File: src/rtl/note_pkg.sv
// Shared definitions for the melody player: note codes, pitch table and FSM states.
package note_pkg;

    typedef enum logic [2:0] {
        S_IDLE  = 3'd0,
        S_FETCH = 3'd1,
        S_LOAD  = 3'd2,
        S_TONE  = 3'd3,
        S_GAP   = 3'd4
    } state_t;

    localparam logic [3:0] NOTE_REST = 4'h0;
    localparam logic [3:0] NOTE_C4   = 4'h1;
    localparam logic [3:0] NOTE_D4   = 4'h2;
    localparam logic [3:0] NOTE_E4   = 4'h3;
    localparam logic [3:0] NOTE_F4   = 4'h4;
    localparam logic [3:0] NOTE_G4   = 4'h5;
    localparam logic [3:0] NOTE_A4   = 4'h6;
    localparam logic [3:0] NOTE_B4   = 4'h7;
    localparam logic [3:0] NOTE_C5   = 4'h8;
    localparam logic [3:0] NOTE_END  = 4'hF;

    // Pitch in Hz for codes C4..C5, indexed by (code - 1).
    localparam int unsigned FREQ_TABLE [8] = '{262, 294, 330, 349, 392, 440, 494, 523};

    // Half-period count for a divider that toggles once its counter reaches the limit.
    function automatic logic [31:0] div_for(input int unsigned clk_hz, input int unsigned f);
        return 32'((clk_hz / (2 * f)) - 1);
    endfunction

endpackage

File: src/rtl/note_table.sv
// Note storage: one write port and one registered read port with read-before-write behaviour.
module note_table #(
    parameter int unsigned DEPTH = 32
) (
    input  logic                     clk_i,
    input  logic                     wr_en_i,
    input  logic [$clog2(DEPTH)-1:0] wr_addr_i,
    input  logic [7:0]               wr_data_i,
    input  logic                     rd_en_i,
    input  logic [$clog2(DEPTH)-1:0] rd_addr_i,
    output logic [7:0]               rd_data_o
);

    logic [7:0] mem_q [DEPTH];
    logic [7:0] rd_data_q;

    // Both updates are non-blocking, so a same-address read sees the old entry.
    always_ff @(posedge clk_i) begin
        if (wr_en_i) begin
            mem_q[wr_addr_i] <= wr_data_i;
        end
        if (rd_en_i) begin
            rd_data_q <= mem_q[rd_addr_i];
        end
    end

    assign rd_data_o = rd_data_q;

endmodule

File: src/rtl/note_sequencer.sv
// Steps through the note table, converting each entry into a divider count held for its
// beat length, followed by a silent gap with the divider held in reset.
module note_sequencer
    import note_pkg::*;
#(
    parameter int unsigned CLK_HZ      = 50_000_000,
    parameter int unsigned BEAT_CYCLES = 12_500_000,
    parameter int unsigned GAP_CYCLES  = 1_250_000,
    parameter int unsigned DEPTH       = 32
) (
    input  logic                     inclk,
    input  logic                     reset,
    input  logic                     start,
    input  logic                     stop,
    input  logic                     loop_en,
    input  logic                     wr_en,
    input  logic [$clog2(DEPTH)-1:0] wr_addr,
    input  logic [7:0]               wr_data,
    output logic [31:0]              div_count,
    output logic                     div_reset,
    output logic                     playing,
    output logic [$clog2(DEPTH)-1:0] note_idx,
    output logic                     done,
    output state_t                   dbg_state
);

    localparam int unsigned AW = $clog2(DEPTH);
    localparam logic [31:0] GAP_LOAD = 32'(GAP_CYCLES - 1);
    localparam logic [AW-1:0] LAST_IDX = AW'(DEPTH - 1);

    localparam logic [31:0] DIV_TAB [8] = '{
        div_for(CLK_HZ, FREQ_TABLE[0]), div_for(CLK_HZ, FREQ_TABLE[1]),
        div_for(CLK_HZ, FREQ_TABLE[2]), div_for(CLK_HZ, FREQ_TABLE[3]),
        div_for(CLK_HZ, FREQ_TABLE[4]), div_for(CLK_HZ, FREQ_TABLE[5]),
        div_for(CLK_HZ, FREQ_TABLE[6]), div_for(CLK_HZ, FREQ_TABLE[7])
    };

    state_t          state_q, state_d;
    logic [AW-1:0]   idx_q, idx_d;
    logic            wrap_q, wrap_d;
    logic [31:0]     timer_q, timer_d;
    logic [31:0]     div_q, div_d;
    logic            rest_q, rest_d;
    logic            done_q, done_d;

    logic [7:0]      rd_data;
    logic [3:0]      entry_note;
    logic [3:0]      entry_beats;
    logic            entry_pitched;
    logic [31:0]     beat_len;
    logic [31:0]     entry_div;

    note_table #(
        .DEPTH(DEPTH)
    ) u_table (
        .clk_i    (inclk),
        .wr_en_i  (wr_en),
        .wr_addr_i(wr_addr),
        .wr_data_i(wr_data),
        .rd_en_i  (state_q == S_FETCH),
        .rd_addr_i(idx_q),
        .rd_data_o(rd_data)
    );

    // Codes 9..14 fall outside 1..8 and therefore decode as rests.
    always_comb begin
        entry_note    = rd_data[7:4];
        entry_beats   = (rd_data[3:0] == 4'd0) ? 4'd1 : rd_data[3:0];
        entry_pitched = (entry_note != NOTE_REST) && (entry_note <= NOTE_C5);
        beat_len      = {28'd0, entry_beats} * BEAT_CYCLES;
        entry_div     = entry_pitched ? DIV_TAB[3'(entry_note - 4'd1)] : 32'd0;
    end

    // start and stop are single-cycle strobes with no acknowledge: start is accepted only
    // in IDLE, and stop wins over everything else in any other state.
    always_comb begin
        state_d = state_q;
        idx_d   = idx_q;
        wrap_d  = wrap_q;
        timer_d = timer_q;
        div_d   = div_q;
        rest_d  = rest_q;
        done_d  = 1'b0;

        if (stop && (state_q != S_IDLE)) begin
            state_d = S_IDLE;
        end else begin
            case (state_q)
                S_IDLE: begin
                    if (start && !stop) begin
                        state_d = S_FETCH;
                        idx_d   = '0;
                        wrap_d  = 1'b0;
                    end
                end
                S_FETCH: begin
                    state_d = S_LOAD;
                end
                S_LOAD: begin
                    if (wrap_q || (entry_note == NOTE_END)) begin
                        if (loop_en) begin
                            state_d = S_FETCH;
                            idx_d   = '0;
                            wrap_d  = 1'b0;
                        end else begin
                            state_d = S_IDLE;
                            done_d  = 1'b1;
                        end
                    end else begin
                        div_d   = entry_div;
                        rest_d  = !entry_pitched;
                        timer_d = beat_len - 32'd1;
                        state_d = S_TONE;
                    end
                end
                S_TONE: begin
                    if (timer_q == 32'd0) begin
                        timer_d = GAP_LOAD;
                        state_d = S_GAP;
                    end else begin
                        timer_d = timer_q - 32'd1;
                    end
                end
                S_GAP: begin
                    if (timer_q == 32'd0) begin
                        idx_d   = idx_q + 1'b1;
                        state_d = S_FETCH;
                        // Running off the end of the table ends the melody like an END code.
                        if (idx_q == LAST_IDX) begin
                            wrap_d = 1'b1;
                        end
                    end else begin
                        timer_d = timer_q - 32'd1;
                    end
                end
                default: begin
                    state_d = S_IDLE;
                end
            endcase
        end
    end

    always_ff @(posedge inclk) begin
        if (reset) begin
            state_q <= S_IDLE;
            idx_q   <= '0;
            wrap_q  <= 1'b0;
            timer_q <= 32'd0;
            div_q   <= 32'd0;
            rest_q  <= 1'b1;
            done_q  <= 1'b0;
        end else begin
            state_q <= state_d;
            idx_q   <= idx_d;
            wrap_q  <= wrap_d;
            timer_q <= timer_d;
            div_q   <= div_d;
            rest_q  <= rest_d;
            done_q  <= done_d;
        end
    end

    assign div_count = div_q;
    assign div_reset = !((state_q == S_TONE) && !rest_q);
    assign playing   = (state_q != S_IDLE);
    assign note_idx  = idx_q;
    assign done      = done_q;
    assign dbg_state = state_q;

endmodule

File: config.mk
export PLATFORM = sky130hd
export DESIGN_NAME = note_sequencer
export DESIGN_NICKNAME = d
export VERILOG_FILES = /design/src/rtl/note_pkg.sv /design/src/rtl/note_table.sv /design/src/rtl/note_sequencer.sv
export SDC_FILE = /design/constraint.sdc
export NUM_CORES = 1
export LEC_CHECK = 0
export CAP_MARGIN = 20
export CORE_ASPECT_RATIO = 1.2
export CORE_MARGIN = 2
export CORE_UTILIZATION = 61
export CTS_CLUSTER_DIAMETER = 200
export CTS_CLUSTER_SIZE = 20
export DETAILED_ROUTE_END_ITERATION = 8
export MAX_ROUTING_LAYER = met4
export PLACE_DENSITY = 0.89
export SKIP_CTS_REPAIR_TIMING = 1
export SYNTH_ARGS = -nofsm -noshare
export SYNTH_HDL_FRONTEND = slang
export SYNTH_SLANG_ARGS = --single-unit
File: constraint.sdc
create_clock -name inclk -period 5.7 [get_ports inclk]
set_input_delay 1.71 -clock inclk [delete_from_list [all_inputs] [get_ports inclk]]
set_output_delay 1.71 -clock inclk [all_outputs]
set_load 0.02 [all_outputs]
==> out/qor.txt, run 1 <==
Element type at the critical path start = flop
CTS H-tree depth = 1
CP top delay family = compound AO/OA/AOI/OAI gates
Power after layout = 4.573 mW
Drt total wl = 36850 um
Worst setup EP type = flop
Critical Path RT = 6.15 ns
Dpl cell area = 15630 um^2
Worst skew pair latency = 0.52 ns
P_leak = 5.314 nW
# DRC = 0
Drt wl/cell = 25.49 um
Width of the chip = 147.0 um
Ys flop type = edfxtp_1
Seq/Total Area, Yosys = 0.6085
Met1 Use GR = 0.3659
Pin count of the biggest net entering global routing = 68
Fill cells = 1535
Async SR Flop Fraction = 0
Final Setup Violations = 0
Setup_tns = 0 ns
FP Rows = 62
DP HPWL = 23260 um
Critical-path cell list = inv_1 -> ha_1 -> nand2b_1 -> o21ai_0 -> inv_1 -> ha_1 -> ha_1 -> ha_1 -> a21oi_1 -> nand2_1 -> or3_1 -> a2111oi_2 -> nand4_1 -> a211oi_1 -> nand4_1 -> a21oi_1
Port Buffers = 46
Slew @ Worst Pin = 0.9903 ns
Final Hold Vio Count = 0
Drt via density = 6.720
Die area = 25810 um^2
Synth warnings = 0
GRT Max-Usage Layer = met2
Gp weighted congestion = 0.9667
Io pins = 62
Gr ovfl total = 0
CP max FO = 10
Num CTS Buffers = 20
Root Driver = clkbuf_16
Met2 usage = 0.5016
Clock Pin Slew Worst Setup and Hold Paths = 0.09 ns
Worst Skew = 0.01436 ns
Crit path buffers/inverters = 2
Share of layout cells above drive strength 1 = 0.1316
CTS tree = built
Syn Inst Count = 1081
Largest stage delay on the critical path = 0.60 ns
Yosys top cell area share = 0.5296
Number of flops mapped to enable cells by yosys = 264
First-pass GRT wire length = 55080 um
DRT antenna net count = 0
Most common cell in the netlist = edfxtp_1
Slew Viols, Final = 0
CP Class = flop to flop
Die H = 175.6 um
Unrepaired setup endpoints after global routing = no
Tmin final = 5.126 ns
First DRT Iteration DRCs = 1168
Syn_area_per_cell = 13.85 um^2
Cell area after layout = 16410 um^2
Max VDD drop = 326.2 uV
Core area = 24050 um^2
Synthesized area = 14970 um^2
CP max-delay cell = a2111oi_2
Setup slack, reg-to-reg = 0.57 ns
Pre-antenna DRT Iters = 6
Outcome = finished, final reports clean
Met3 usage in global routing = 0.02935
Initial antenna violation count = 1
Vias in the first global route = 9350
Distinct cells, synth = 67
PD cells = 278.7 nW/um^2
Clock Tree Buf Depth = 3
Hold Crit Class = flop to flop
Initial Util = 0.6225
Crit-path most repeated cell = ha_1
Routed via count = 9717
Commonest cells post-synth = edfxtp_1 (264), nor2_1 (104), mux4_2 (80)
Period Utilization, post-route = 0.8993
Cells taking the most area after synthesis = edfxtp_1 (53%), mux4_2 (12%), dfxtp_1 (7.9%), ha_1 (3.1%), nor2_1 (2.6%)
Leading area contributor after synthesis = edfxtp_1
Nets = 1175
CTS sink count = 323
Fmax = 0.1951 GHz
Maximum Capacitance Violations = 0
Critical Path AT = 5.58 ns
Slew margin rel. = 0.3398
Yosys reg bits = 323
Area Growth Syn to Fin = 9.637%
Gr usage total = 0.2885
-- final cells by class --
cell class | count | area [um^2] | share of cell area
flip-flops and latches | 323 | 9114 | 0.5553
multi-input cells | 668 | 5468 | 0.3332
repair buffers | 64 | 701.9 | 0.04277
clock buffers | 35 | 578.1 | 0.03522
well taps | 320 | 400.4 | 0.02440
inverters | 34 | 127.6 | 0.007776
clock inverters | 1 | 20.02 | 0.001220
diodes | 1 | 2.502 | 0.0001525
-- placed cells by master, fill, tap and decap left out, types with 33 or more instances in the layout --
cell type	count
clkdlybuf4s50_1	45
nor2_1	104
edfxtp_1	264
o21ai_0	49
mux4_2	80
dfxtp_1	57
inv_1	34
ha_1	37
nand2_1	56
a21oi_1	68
nor3_1	33
-- path summary, 6_finish.rpt --
kind,from,end,cells past startpoint
worst max-delay path,u_table.rd_data_o[2],timer_q[30],16
worst min-delay path,div_count[5],div_count[5],2
worst max register to register,u_table.rd_data_o[2],timer_q[30],16
worst min register to register,div_count[5],div_count[5],2
-- flip-flops by register name, summed over array words and instances (netlist names) --
| name | flops |
|---|---|
| dbg_state | 3 |
| div_count | 16 |
| done | 1 |
| note_idx | 5 |
| rest_q | 1 |
| timer_q | 32 |
| u_table.mem_q | 256 |
| u_table.rd_data_o | 8 |
| wrap_q | 1 |
-- logic make-up (layout without fill, tap and decap cells) --
logic type	after synthesis	after routing	share of synthesized area
other	1	16	0.0002505
buffers and inverters	104	134	0.03034
adder cells (fa/ha/maj)	45	45	0.04162
flip-flops	323	323	0.6085
AND/OR/NAND/NOR	304	304	0.09988
AO/OA/AOI/OAI	191	191	0.07807
XOR/XNOR	22	22	0.01287
multiplexers	91	91	0.1285
-- report_power, final --
group / total, mW / internal (mW) / switching (mW)
logic: 0.510 / 0.179 / 0.332
registers: 2.61 / 2.58 / 0.0254
clock network: 1.46 / 0.702 / 0.755
total: 4.57 / 3.46 / 1.11
-- per-stage QoR --
stage	worst slack, ns	cells	hold WS (ns)	utilization
finish	0.5739	1446	0.4546	0.6825
global placement	0.7588	1400	0.4413	0.6501
global route	0.1003	1446	0.4687	0.6825
CTS	0.6136	1436	0.4575	0.6749
detailed placement	0.6785	1400	0.4454	0.6501
floorplan	1.070	1095	0.4512	-
-- routing by layer --
layer | up-vias | wire length (um) | share of wire
met5 | - | 0 | 0
met4 | 0 | 1394 | 0.038
met3 | 115 | 2862 | 0.078
met2 | 617 | 19470 | 0.53
met1 | 4798 | 13120 | 0.36
li1 | 4187 | - | -
-- worst min-delay path, stage by stage (launching register included) --
cell     delay [ns]
dfxtp_1        0.32
nand2_1        0.05
a21oi_1        0.05
Note: power is estimated with default switching activity, not from simulation.
==> run 2, diff against run 1 <==
--- a/config.mk
+++ b/config.mk
@@ -14,6 +14,7 @@
 export DETAILED_ROUTE_END_ITERATION = 8
 export MAX_ROUTING_LAYER = met4
 export PLACE_DENSITY = 0.89
+export SETUP_SLACK_MARGIN = 0.2
 export SKIP_CTS_REPAIR_TIMING = 1
 export SYNTH_ARGS = -nofsm -noshare
 export SYNTH_HDL_FRONTEND = slang
==> out/qor.txt, run 2 (same netlist as run 1, synthesis figures left out) <==
Outcome = finished, final reports clean
Vias in the first global route = 9350
Max VDD drop = 324.8 uV
Nets = 1175
Setup_tns = 0 ns
Initial antenna violation count = 1
# DRC = 0
Final Hold Vio Count = 0
Met1 WL = 13120 um
Period Utilization, post-route = 0.8787
Io pins = 62
Most frequent cells in the layout = edfxtp_1 (264), nor2_1 (104), mux4_2 (80), a21oi_1 (67), dfxtp_1 (57)
CTS tree = built
Max reg flops = 256
Maximum Capacitance Violations = 0
Area Growth Syn to Fin = 9.662%
Worst setup EP type = flop
Worst skew pair latency = 0.52 ns
Element type at the critical path start = flop
Width of the chip = 147.0 um
Final Setup Violations = 0
Final worst slack = 0.6914 ns
Drt via density = 6.709
Die H = 175.6 um
DP HPWL = 23260 um
Drt total wl = 36890 um
FP Rows = 62
Top reg by flops = u_table.mem_q
Fmax = 0.1997 GHz
Pre-antenna DRT Iters = 6
Drt wl/cell = 25.51 um
Initial Util = 0.6225
Pin count of the biggest net entering global routing = 68
Slew Viols, Final = 0
Core area = 24050 um^2
CTS H-tree depth = 1
Clock Pin Slew Worst Setup and Hold Paths = 0.09 ns
First DRT Iteration DRCs = 1168
Port Buffers = 46
WL met3 = 2895 um
Gr ovfl total = 0
Post-Route Utilization = 0.6826
Unrepaired setup endpoints after global routing = no
Hold Crit Class = flop to flop
Worst Skew = 0.01510 ns
First-pass GRT wire length = 55080 um
Gp weighted congestion = 0.9667
Slew margin rel. = 0.3435
Max Used Layer = met4
Routed met2 length = 19510 um
Root Driver = clkbuf_16
P_leak = 5.314 nW
Num CTS Buffers = 20
Critical Path RT = 6.15 ns
CP Class = flop to flop
Commonest non-fill, non-tap cell in the layout = edfxtp_1
PD cells = 278.6 nW/um^2
Die area = 25810 um^2
Clock Tree Buf Depth = 3
DRT antenna net count = 0
CTS sink count = 323
Hold Worst Slack = 0.4546 ns
Share of layout cells above drive strength 1 = 0.1324
Tmin final = 5.009 ns
Pre-CTS WS = 0.6785 ns
Slew @ Worst Pin = 0.9848 ns
Critical Path AT = 5.46 ns
Gr usage total = 0.2885
CP max FO = 10
Routed via count = 9701
[run 2: cell counts in the layout (fill, tap and decap cells not counted)]
No cell type changed its count.
[run 2: stage by stage]
step / total power, mW / cells / cell area, um^2
4_1_cts: 4.552 / 1436 / 16230
6_report: 4.574 / 1446 / 16420
3_3_place_gp: 3.125 / 1400 / 15630
3_5_place_dp: 3.140 / 1400 / 15630
2_1_floorplan: 2.996 / 1095 / 15020
5_1_grt: 4.707 / 1446 / 16420
[run 2: where the power goes]
part	total [mW]	switching, mW	internal [mW]
sequential	2.61	0.0253	2.58
clock	1.46	0.755	0.702
combinational	0.511	0.332	0.179
total	4.57	1.11	3.46
[run 2: layout make-up]
| class | instances | area [um^2] |
|---|---|---|
| sequential | 323 | 9114 |
| fill | 1533 | 7632 |
| multi-input combinational | 668 | 5472 |
| timing repair buffer | 64 | 701.9 |
| clock buffer | 35 | 578.1 |
| tap | 320 | 400.4 |
| inverter | 34 | 127.6 |
| clock inverter | 1 | 20.02 |
| antenna | 1 | 2.502 |
[run 2: path summary, 6_finish.rpt]
path              depth (start not counted)      endpoint                 start  slack, ns
hold / removal                            2  div_count[5]          div_count[5]       0.45
setup reg to reg                         16   timer_q[30]  u_table.rd_data_o[2]       0.69
setup / recovery                         16   timer_q[30]  u_table.rd_data_o[2]       0.69
hold reg to reg                           2  div_count[5]          div_count[5]       0.45
[run 2: per-layer routing]
metal	up-vias	GRT usage
met4	0	0.08333
met5	-	-
met1	4789	0.3659
met2	611	0.5016
met3	111	0.02935
li1	4190	-
[run 2: worst max-delay path: stages (launching register included)]
cell       delay [ns]
edfxtp_1         0.48
inv_1            0.15
ha_1             0.26
nand2b_1         0.09
o21ai_1          0.29
inv_1            0.08
ha_1             0.34
ha_1             0.29
ha_1             0.44
a21oi_1          0.27
nand2_1          0.14
or3_1            0.40
a2111oi_2        0.60
nand4_1          0.25
a211oi_1         0.42
nand4_1          0.24
a21oi_1          0.19
